==> src/rtl/fft_stream_adapter_if.sv <==
// fft_stream_adapter_if
//   Bundles every streaming signal around the FFT framing adapter: the
//   upstream sample stream (din_*), the core input (sink_*), the core output
//   (source_*), the downstream stream (dout_*) and the sticky frame_err flag.
//
//   modport master : the surrounding system (symbol source, FFT core,
//                    downstream consumer). It drives the adapter's inputs.
//   modport slave  : the adapter itself.
//
//   Parameters must match the adapter instance they connect to.
interface fft_stream_adapter_if #(
    parameter int WIDTH = 16,
    parameter int LOG2N = 6,
    parameter int EXP_W = 6
);
    // upstream sample stream
    logic             din_valid;
    logic             din_ready;
    logic [WIDTH-1:0] din_real;
    logic [WIDTH-1:0] din_imag;
    logic             din_inverse;

    // core input
    logic             sink_valid;
    logic             sink_ready;
    logic             sink_sop;
    logic             sink_eop;
    logic [WIDTH-1:0] sink_real;
    logic [WIDTH-1:0] sink_imag;
    logic [1:0]       sink_error;
    logic             inverse;

    // core output
    logic             source_valid;
    logic             source_ready;
    logic             source_sop;
    logic             source_eop;
    logic [1:0]       source_error;
    logic [EXP_W-1:0] source_exp;
    logic [WIDTH-1:0] source_real;
    logic [WIDTH-1:0] source_imag;

    // downstream stream
    logic             dout_valid;
    logic             dout_ready;
    logic             dout_sop;
    logic             dout_eop;
    logic [LOG2N-1:0] dout_index;
    logic [EXP_W-1:0] dout_exp;
    logic [WIDTH-1:0] dout_real;
    logic [WIDTH-1:0] dout_imag;

    logic             frame_err;

    modport master (
        output din_valid, din_real, din_imag, din_inverse,
        input  din_ready,
        output sink_ready,
        input  sink_valid, sink_sop, sink_eop, sink_real, sink_imag,
               sink_error, inverse,
        output source_valid, source_sop, source_eop, source_error,
               source_exp, source_real, source_imag,
        input  source_ready,
        output dout_ready,
        input  dout_valid, dout_sop, dout_eop, dout_index, dout_exp,
               dout_real, dout_imag,
        input  frame_err
    );

    modport slave (
        input  din_valid, din_real, din_imag, din_inverse,
        output din_ready,
        input  sink_ready,
        output sink_valid, sink_sop, sink_eop, sink_real, sink_imag,
               sink_error, inverse,
        input  source_valid, source_sop, source_eop, source_error,
               source_exp, source_real, source_imag,
        output source_ready,
        input  dout_ready,
        output dout_valid, dout_sop, dout_eop, dout_index, dout_exp,
               dout_real, dout_imag,
        output frame_err
    );
endinterface

==> src/rtl/fft_stream_adapter.sv <==
// fft_stream_adapter
//   Avalon-ST framing adapter around an external N-point FFT/IFFT core
//   (N = 2**LOG2N).
//   Input side : one register slice from din_* to sink_*. Counts samples to
//                generate sink_sop/sink_eop and latches the transform
//                direction (inverse) on the first sample of each frame.
//   Output side: one register slice from source_* to dout_*. Adds the sample
//                index and the frame exponent and raises the sticky frame_err
//                on packet-framing violations.
//
// Ports
//   ifft_clk   : clock
//   ifft_rst_n : synchronous active-low reset
//   bus        : fft_stream_adapter_if.slave, all stream signals
module fft_stream_adapter #(
    parameter int WIDTH = 16,
    parameter int LOG2N = 6,
    parameter int EXP_W = 6
) (
    input  logic                 ifft_clk,
    input  logic                 ifft_rst_n,
    fft_stream_adapter_if.slave  bus
);

    localparam logic [LOG2N-1:0] LAST_IDX = {LOG2N{1'b1}};
    localparam logic [LOG2N-1:0] CNT_ONE  = {{(LOG2N-1){1'b0}}, 1'b1};

    // ------------------------------------------------------------------
    // Input stage
    // ------------------------------------------------------------------
    logic [LOG2N-1:0] in_cnt_q,     in_cnt_d;
    logic             sink_valid_q, sink_valid_d;
    logic             sink_sop_q,   sink_sop_d;
    logic             sink_eop_q,   sink_eop_d;
    logic [WIDTH-1:0] sink_real_q,  sink_real_d;
    logic [WIDTH-1:0] sink_imag_q,  sink_imag_d;
    logic             inverse_q,    inverse_d;

    logic din_ready;
    logic din_fire;

    // Slice may refill in the same cycle the core drains it.
    assign din_ready = !sink_valid_q || bus.sink_ready;
    assign din_fire  = bus.din_valid && din_ready;

    always_comb begin
        in_cnt_d     = in_cnt_q;
        sink_valid_d = sink_valid_q;
        sink_sop_d   = sink_sop_q;
        sink_eop_d   = sink_eop_q;
        sink_real_d  = sink_real_q;
        sink_imag_d  = sink_imag_q;
        inverse_d    = inverse_q;

        if (din_fire) begin
            sink_valid_d = 1'b1;
            sink_real_d  = bus.din_real;
            sink_imag_d  = bus.din_imag;
            sink_sop_d   = (in_cnt_q == '0);
            sink_eop_d   = (in_cnt_q == LAST_IDX);
            in_cnt_d     = (in_cnt_q == LAST_IDX) ? '0 : in_cnt_q + CNT_ONE;
            // Direction is a frame property: only the first sample sets it.
            if (in_cnt_q == '0) begin
                inverse_d = bus.din_inverse;
            end
        end else if (bus.sink_ready) begin
            sink_valid_d = 1'b0;
        end
    end

    always_ff @(posedge ifft_clk) begin
        if (!ifft_rst_n) begin
            in_cnt_q     <= '0;
            sink_valid_q <= 1'b0;
            sink_sop_q   <= 1'b0;
            sink_eop_q   <= 1'b0;
            sink_real_q  <= '0;
            sink_imag_q  <= '0;
            inverse_q    <= 1'b0;
        end else begin
            in_cnt_q     <= in_cnt_d;
            sink_valid_q <= sink_valid_d;
            sink_sop_q   <= sink_sop_d;
            sink_eop_q   <= sink_eop_d;
            sink_real_q  <= sink_real_d;
            sink_imag_q  <= sink_imag_d;
            inverse_q    <= inverse_d;
        end
    end

    assign bus.din_ready  = din_ready;
    assign bus.sink_valid = sink_valid_q;
    assign bus.sink_sop   = sink_sop_q;
    assign bus.sink_eop   = sink_eop_q;
    assign bus.sink_real  = sink_real_q;
    assign bus.sink_imag  = sink_imag_q;
    assign bus.sink_error = 2'b00;
    assign bus.inverse    = inverse_q;

    // ------------------------------------------------------------------
    // Output stage
    // ------------------------------------------------------------------
    logic [LOG2N-1:0] out_cnt_q,    out_cnt_d;
    logic [EXP_W-1:0] frame_exp_q,  frame_exp_d;
    logic             dout_valid_q, dout_valid_d;
    logic             dout_sop_q,   dout_sop_d;
    logic             dout_eop_q,   dout_eop_d;
    logic [LOG2N-1:0] dout_index_q, dout_index_d;
    logic [EXP_W-1:0] dout_exp_q,   dout_exp_d;
    logic [WIDTH-1:0] dout_real_q,  dout_real_d;
    logic [WIDTH-1:0] dout_imag_q,  dout_imag_d;
    logic             frame_err_q,  frame_err_d;

    logic             source_ready;
    logic             src_fire;
    logic [LOG2N-1:0] beat_idx;
    logic             viol;

    assign source_ready = !dout_valid_q || bus.dout_ready;
    assign src_fire     = bus.source_valid && source_ready;

    // A sop beat is index 0 even when it interrupts a frame.
    assign beat_idx = bus.source_sop ? '0 : out_cnt_q;

    assign viol = ( bus.source_sop && (out_cnt_q != '0))       // restart mid-frame
                | (!bus.source_sop && (out_cnt_q == '0))       // beat outside a frame
                | ( bus.source_eop && (beat_idx  != LAST_IDX)) // eop at wrong index
                | (!bus.source_eop && (beat_idx  == LAST_IDX)) // missing eop
                | (bus.source_error != 2'b00);

    always_comb begin
        out_cnt_d    = out_cnt_q;
        frame_exp_d  = frame_exp_q;
        dout_valid_d = dout_valid_q;
        dout_sop_d   = dout_sop_q;
        dout_eop_d   = dout_eop_q;
        dout_index_d = dout_index_q;
        dout_exp_d   = dout_exp_q;
        dout_real_d  = dout_real_q;
        dout_imag_d  = dout_imag_q;
        frame_err_d  = frame_err_q;

        if (src_fire) begin
            dout_valid_d = 1'b1;
            dout_sop_d   = bus.source_sop;
            dout_eop_d   = bus.source_eop;
            dout_real_d  = bus.source_real;
            dout_imag_d  = bus.source_imag;
            dout_index_d = beat_idx;

            // The core only presents a valid exponent with sop.
            if (bus.source_sop) begin
                frame_exp_d = bus.source_exp;
                dout_exp_d  = bus.source_exp;
            end else begin
                dout_exp_d  = frame_exp_q;
            end

            if (bus.source_eop) begin
                out_cnt_d = '0;
            end else if (bus.source_sop) begin
                out_cnt_d = CNT_ONE;
            end else begin
                out_cnt_d = (out_cnt_q == LAST_IDX) ? '0 : out_cnt_q + CNT_ONE;
            end

            // Set has priority over the clean-sop clear.
            if (viol) begin
                frame_err_d = 1'b1;
            end else if (bus.source_sop) begin
                frame_err_d = 1'b0;
            end
        end else if (bus.dout_ready) begin
            dout_valid_d = 1'b0;
        end
    end

    always_ff @(posedge ifft_clk) begin
        if (!ifft_rst_n) begin
            out_cnt_q    <= '0;
            frame_exp_q  <= '0;
            dout_valid_q <= 1'b0;
            dout_sop_q   <= 1'b0;
            dout_eop_q   <= 1'b0;
            dout_index_q <= '0;
            dout_exp_q   <= '0;
            dout_real_q  <= '0;
            dout_imag_q  <= '0;
            frame_err_q  <= 1'b0;
        end else begin
            out_cnt_q    <= out_cnt_d;
            frame_exp_q  <= frame_exp_d;
            dout_valid_q <= dout_valid_d;
            dout_sop_q   <= dout_sop_d;
            dout_eop_q   <= dout_eop_d;
            dout_index_q <= dout_index_d;
            dout_exp_q   <= dout_exp_d;
            dout_real_q  <= dout_real_d;
            dout_imag_q  <= dout_imag_d;
            frame_err_q  <= frame_err_d;
        end
    end

    assign bus.source_ready = source_ready;
    assign bus.dout_valid   = dout_valid_q;
    assign bus.dout_sop     = dout_sop_q;
    assign bus.dout_eop     = dout_eop_q;
    assign bus.dout_index   = dout_index_q;
    assign bus.dout_exp     = dout_exp_q;
    assign bus.dout_real    = dout_real_q;
    assign bus.dout_imag    = dout_imag_q;
    assign bus.frame_err    = frame_err_q;

endmodule

==> src/flat_wrapper.sv <==
// flat-port wrapper written by rule: the top's interface ports become plain ports
module fft_stream_adapter_flat 
#(
    parameter int WIDTH = 16,
    parameter int LOG2N = 6,
    parameter int EXP_W = 6
)
  (ifft_clk, ifft_rst_n, bus_din_valid, bus_din_real, bus_din_imag, bus_din_inverse, bus_din_ready, bus_sink_ready, bus_sink_valid, bus_sink_sop, bus_sink_eop, bus_sink_real, bus_sink_imag, bus_sink_error, bus_inverse, bus_source_valid, bus_source_sop, bus_source_eop, bus_source_error, bus_source_exp, bus_source_real, bus_source_imag, bus_source_ready, bus_dout_ready, bus_dout_valid, bus_dout_sop, bus_dout_eop, bus_dout_index, bus_dout_exp, bus_dout_real, bus_dout_imag, bus_frame_err);
  fft_stream_adapter_if #(.WIDTH(WIDTH), .LOG2N(LOG2N), .EXP_W(EXP_W)) bus_i ();
  input  logic ifft_clk;
  input  logic ifft_rst_n;
  input wire logic [$bits(bus_i.din_valid)-1:0] bus_din_valid;
  input wire logic [$bits(bus_i.din_real)-1:0] bus_din_real;
  input wire logic [$bits(bus_i.din_imag)-1:0] bus_din_imag;
  input wire logic [$bits(bus_i.din_inverse)-1:0] bus_din_inverse;
  output wire logic [$bits(bus_i.din_ready)-1:0] bus_din_ready;
  input wire logic [$bits(bus_i.sink_ready)-1:0] bus_sink_ready;
  output wire logic [$bits(bus_i.sink_valid)-1:0] bus_sink_valid;
  output wire logic [$bits(bus_i.sink_sop)-1:0] bus_sink_sop;
  output wire logic [$bits(bus_i.sink_eop)-1:0] bus_sink_eop;
  output wire logic [$bits(bus_i.sink_real)-1:0] bus_sink_real;
  output wire logic [$bits(bus_i.sink_imag)-1:0] bus_sink_imag;
  output wire logic [$bits(bus_i.sink_error)-1:0] bus_sink_error;
  output wire logic [$bits(bus_i.inverse)-1:0] bus_inverse;
  input wire logic [$bits(bus_i.source_valid)-1:0] bus_source_valid;
  input wire logic [$bits(bus_i.source_sop)-1:0] bus_source_sop;
  input wire logic [$bits(bus_i.source_eop)-1:0] bus_source_eop;
  input wire logic [$bits(bus_i.source_error)-1:0] bus_source_error;
  input wire logic [$bits(bus_i.source_exp)-1:0] bus_source_exp;
  input wire logic [$bits(bus_i.source_real)-1:0] bus_source_real;
  input wire logic [$bits(bus_i.source_imag)-1:0] bus_source_imag;
  output wire logic [$bits(bus_i.source_ready)-1:0] bus_source_ready;
  input wire logic [$bits(bus_i.dout_ready)-1:0] bus_dout_ready;
  output wire logic [$bits(bus_i.dout_valid)-1:0] bus_dout_valid;
  output wire logic [$bits(bus_i.dout_sop)-1:0] bus_dout_sop;
  output wire logic [$bits(bus_i.dout_eop)-1:0] bus_dout_eop;
  output wire logic [$bits(bus_i.dout_index)-1:0] bus_dout_index;
  output wire logic [$bits(bus_i.dout_exp)-1:0] bus_dout_exp;
  output wire logic [$bits(bus_i.dout_real)-1:0] bus_dout_real;
  output wire logic [$bits(bus_i.dout_imag)-1:0] bus_dout_imag;
  output wire logic [$bits(bus_i.frame_err)-1:0] bus_frame_err;
  assign bus_i.din_valid = bus_din_valid;
  assign bus_i.din_real = bus_din_real;
  assign bus_i.din_imag = bus_din_imag;
  assign bus_i.din_inverse = bus_din_inverse;
  assign bus_din_ready = bus_i.din_ready;
  assign bus_i.sink_ready = bus_sink_ready;
  assign bus_sink_valid = bus_i.sink_valid;
  assign bus_sink_sop = bus_i.sink_sop;
  assign bus_sink_eop = bus_i.sink_eop;
  assign bus_sink_real = bus_i.sink_real;
  assign bus_sink_imag = bus_i.sink_imag;
  assign bus_sink_error = bus_i.sink_error;
  assign bus_inverse = bus_i.inverse;
  assign bus_i.source_valid = bus_source_valid;
  assign bus_i.source_sop = bus_source_sop;
  assign bus_i.source_eop = bus_source_eop;
  assign bus_i.source_error = bus_source_error;
  assign bus_i.source_exp = bus_source_exp;
  assign bus_i.source_real = bus_source_real;
  assign bus_i.source_imag = bus_source_imag;
  assign bus_source_ready = bus_i.source_ready;
  assign bus_i.dout_ready = bus_dout_ready;
  assign bus_dout_valid = bus_i.dout_valid;
  assign bus_dout_sop = bus_i.dout_sop;
  assign bus_dout_eop = bus_i.dout_eop;
  assign bus_dout_index = bus_i.dout_index;
  assign bus_dout_exp = bus_i.dout_exp;
  assign bus_dout_real = bus_i.dout_real;
  assign bus_dout_imag = bus_i.dout_imag;
  assign bus_frame_err = bus_i.frame_err;
  fft_stream_adapter #(.WIDTH(WIDTH), .LOG2N(LOG2N), .EXP_W(EXP_W)) u_core (.ifft_clk(ifft_clk), .ifft_rst_n(ifft_rst_n), .bus(bus_i));
endmodule
==> config.mk <==
export PLATFORM = sky130hd
export DESIGN_NAME = fft_stream_adapter_flat
export DESIGN_NICKNAME = d
export VERILOG_FILES = /design/src/rtl/fft_stream_adapter_if.sv /design/src/rtl/fft_stream_adapter.sv /design/src/flat_wrapper.sv
export SDC_FILE = /design/constraint.sdc
export NUM_CORES = 1
export LEC_CHECK = 0
export CORE_UTILIZATION = 43
export CTS_BUF_LIST = sky130_fd_sc_hd__clkbuf_4 sky130_fd_sc_hd__clkbuf_8
export DETAILED_ROUTE_END_ITERATION = 16
export PLACE_DENSITY_LB_ADDON = 0.3
export SLEW_MARGIN = 15
export SYNTH_ARGS = -nofsm -noshare
export SYNTH_HDL_FRONTEND = slang
export SYNTH_SLANG_ARGS = --single-unit
==> constraint.sdc <==
create_clock -name ifft_clk -period 1.6 [get_ports ifft_clk]
set_clock_uncertainty 0.15 [all_clocks]
set_input_delay 0.24 -clock ifft_clk [delete_from_list [all_inputs] [get_ports ifft_clk]]
set_output_delay 0.24 -clock ifft_clk [all_outputs]
set_load 0.005 [all_outputs]
==> impl_metrics.toml <==
[critical_path]
cp_num_buf_inv = 1
cp_max_fo = 2
critical_path_class = "register to output port"
critPathLaunchType = "register"
cp_top_family = "buffers and inverters"
r2r_slack_ps = 50
endpoint_kind = "output port"
cp_slowest_cell = "clkdlybuf4s50_1"
cp_cell_sequence = "clkdlybuf4s50_1"
critical_path.max_stage_delay_ps = 500
required_ps = 1210
critPathArrivalTime_ps = 1180

[yosys]
ys_seq_area_share_pct = 52.1
synthCells = 453
yosysWarnings = 0
synth_area_um2 = 3690
ys_ff_latch = 96
async_flop_share_pct = 0
synth-edff-count = 0
synth.distinct_cells = 45
synth_ff_type = "dfxtp_1"
avgSynthCellArea_um2 = 8.14

[power_and_ir_drop]
ir_drop_uv = 461
p_total_w = 0.00508
leakage_nw = 3.08
power_density_nw_per_um2 = 850

[timing]
period_minus_slack_ps = 1570
hold_viol = 0
setup_ws_ps = 29.8
clock.fmax_mhz = 637
setup_viol = 0
min_period_over_period_pct = 98.1
maxSlewViolCount = 0
rsz0062_at_grt = "yes"
holdWs_ps = 260

[clock_tree]
cts_tree = "built"
post_cts_buffers = 0
root_buffer = "clkbuf_8"
clock_latency_ps = 360
h-tree-depth = 3
numCtsBuffers = 9
cts.clk_slew.worst_paths_ps = 100
hold_buffers = 0
clockBufferDepth = 2
clock-sinks = 96

[outcome]
status = "finished, final reports clean"

[global_routing]
grt_max_degree = 49
grt_pass1_vias = 3499
grt_pass1_wl_um = 16000
grt_remaining_overflow = 0
grt_usage_pct = 22.6
antenna_found_initial = 0

[die]
core-area_um2 = 8260
io_pins = 169
rows = 33
initial_utilization_pct = 44.7
fp.dieW_um = 94.6
die_y_um = 94.6
dieArea_um2 = 8950

[routing]
post-route-drc-count = 0
first_pass_iters = 4
drt_iter0_markers = 132
antenna_left = 0
viasPerCell = 4.95
num_vias = 3683
wl_per_cell_um = 13.9
wl_um = 10300

[final_layout]
area_growth_pct = 62.1
finalNonFillerCells = 744
antenna_cells = 0
final_layout_size_suffix_gt1_share_pct = 17.8
fin_nets = 719
fillers = 670

[placement]
io_buffers = 166
dp.cells = 728
dp_slack_ps = -232
gp_congestion = 0.864
dp_hpwl_um = 7380

[run]
max-cap-violations = 0

[hold_path]
hold_path.class = "input pin to register"
per-stage QoR:
stage,util (%),TNS (ps),cell area (um^2)
5_1_grt,72.4,-16.6,5980
4_1_cts,70.8,0,5850
3_5_place_dp,68.4,-14710,5650
2_1_floorplan,-,0,3690
3_3_place_gp,68.4,-11000,5650
6_report,72.4,0,5980
layout make-up:
type,count,area [um^2],share of cell area [%]
clock buffer,11,151,2.53
timing repair buffer,205,2030,33.9
tap,105,131,2.20
clock inverter,5,63.8,1.07
multi-input combinational,314,1590,26.6
sequential,96,1980,33.1
inverter,8,30.0,0.502
Yosys cell counts, types with 2 or more instances:
master	instances	area share [%]
nand2b_1	2	0.34
a21oi_1	80	11
mux2i_1	7	1.9
ha_1	4	1.4
buf_4	3	0.61
nor3_1	3	0.41
inv_1	8	0.81
nand4_1	3	0.51
nor2_1	13	1.3
and2_1	3	0.51
o21ai_0	3	0.41
nor4_1	2	0.34
or3_1	2	0.34
o211ai_1	2	0.41
dfxtp_1	96	52
buf_2	18	2.4
clkbuf_1	13	1.3
xor2_1	4	0.95
nand3b_1	4	0.81
and3_1	3	0.51
nand3_1	11	1.5
nand2_1	146	15
per-layer routing:
| metal | wire length [um] | vias to the layer above | global-route usage, % |
|---|---|---|---|
| met5 | 0 | - | 0 |
| met3 | 735 | 16 | 6.68 |
| met4 | 184 | 0 | 8.71 |
| li1 | - | 1843 | - |
| met2 | 5310 | 118 | 39.9 |
| met1 | 4080 | 1706 | 25.4 |
cells in the final DEF (no fill, tap or decap), types with 2 or more instances in the layout:
cell type and n:
nand2_1 146, clkdlybuf4s50_1 82, a21oi_1 80, dfxtp_1 51, dlygate4sd2_1 46, dfxtp_2 44, dlymetal6s2s_1 38, buf_4 36
nor2_1 13, clkbuf_8 11, nand3_1 10, inv_1 7, mux2i_1 7, xor2_1 4, nand3b_1 4, and2_1 3
and3_1 3, nand4_1 3, ha_1 3, buf_12 3, nand2b_4 2, nand3_2 2, o211ai_1 2, nor4_1 2
or3_1 2, nor3_1 2, o21ai_0 2, conb_1 2, clkinv_4 2
kinds of logic after synthesis:
| kind of cell | after synthesis | share of synthesized area [%] |
|---|---|---|
| buffers and inverters | 44 | 5.43 |
| and+or+nand+nor | 203 | 24.3 |
| xor gates and xnor gates | 5 | 1.19 |
| adders and majority gates | 4 | 1.36 |
| AOI/OAI and AO/OA | 93 | 13.7 |
| DFF | 96 | 52.1 |
| other | 1 | 0.102 |
| muxes | 7 | 1.90 |
where the power goes:
group / switching (W) / leakage (nW) / internal [W]
clock: 0.000860 / 0.106 / 0.000820
sequential: 0.0000668 / 0.805 / 0.00252
combinational: 0.000342 / 2.17 / 0.000473
final timing paths:
kind / from / cells past startpoint / to
worst max-delay path: u_core.bus.dout_exp[2]$_SDFFE_PN0P_ / 1 / bus_dout_exp[2]
worst min-delay path: bus_din_real[6] / 3 / u_core.bus.sink_real[6]$_SDFFE_PN0P_
worst max register to register: u_core.out_cnt_q[1]$_SDFFE_PN0P_ / 6 / u_core.out_cnt_q[3]$_SDFFE_PN0P_
worst min register to register: u_core.bus.sink_imag[11]$_SDFFE_PN0P_ / 2 / u_core.bus.sink_imag[11]$_SDFFE_PN0P_
timing repair:
| action | 4_1_cts | 5_1_grt |
|---|---|---|
| gates resized for setup | 80 | 57 |
| pin swaps | 0 | 3 |
| endpoints found under the setup margin | 69 | 45 |
state kept, by name, indices dropped and copies added (netlist names):
signal and cells:
u_core.bus.dout_index 6, u_core.bus.sink_real 16, u_core.bus.dout_valid 1, u_core.bus.inverse 1, u_core.bus.frame_err 1, u_core.bus.sink_sop 1
u_core.bus.sink_valid 1, u_core.bus.dout_exp 6, u_core.bus.sink_eop 1, u_core.out_cnt_q 6, u_core.in_cnt_q 6, u_core.bus.dout_eop 1
u_core.bus.dout_imag 16, u_core.bus.dout_sop 1, u_core.bus.sink_imag 16, u_core.bus.dout_real 16
Power figures use the tool's default switching activity.
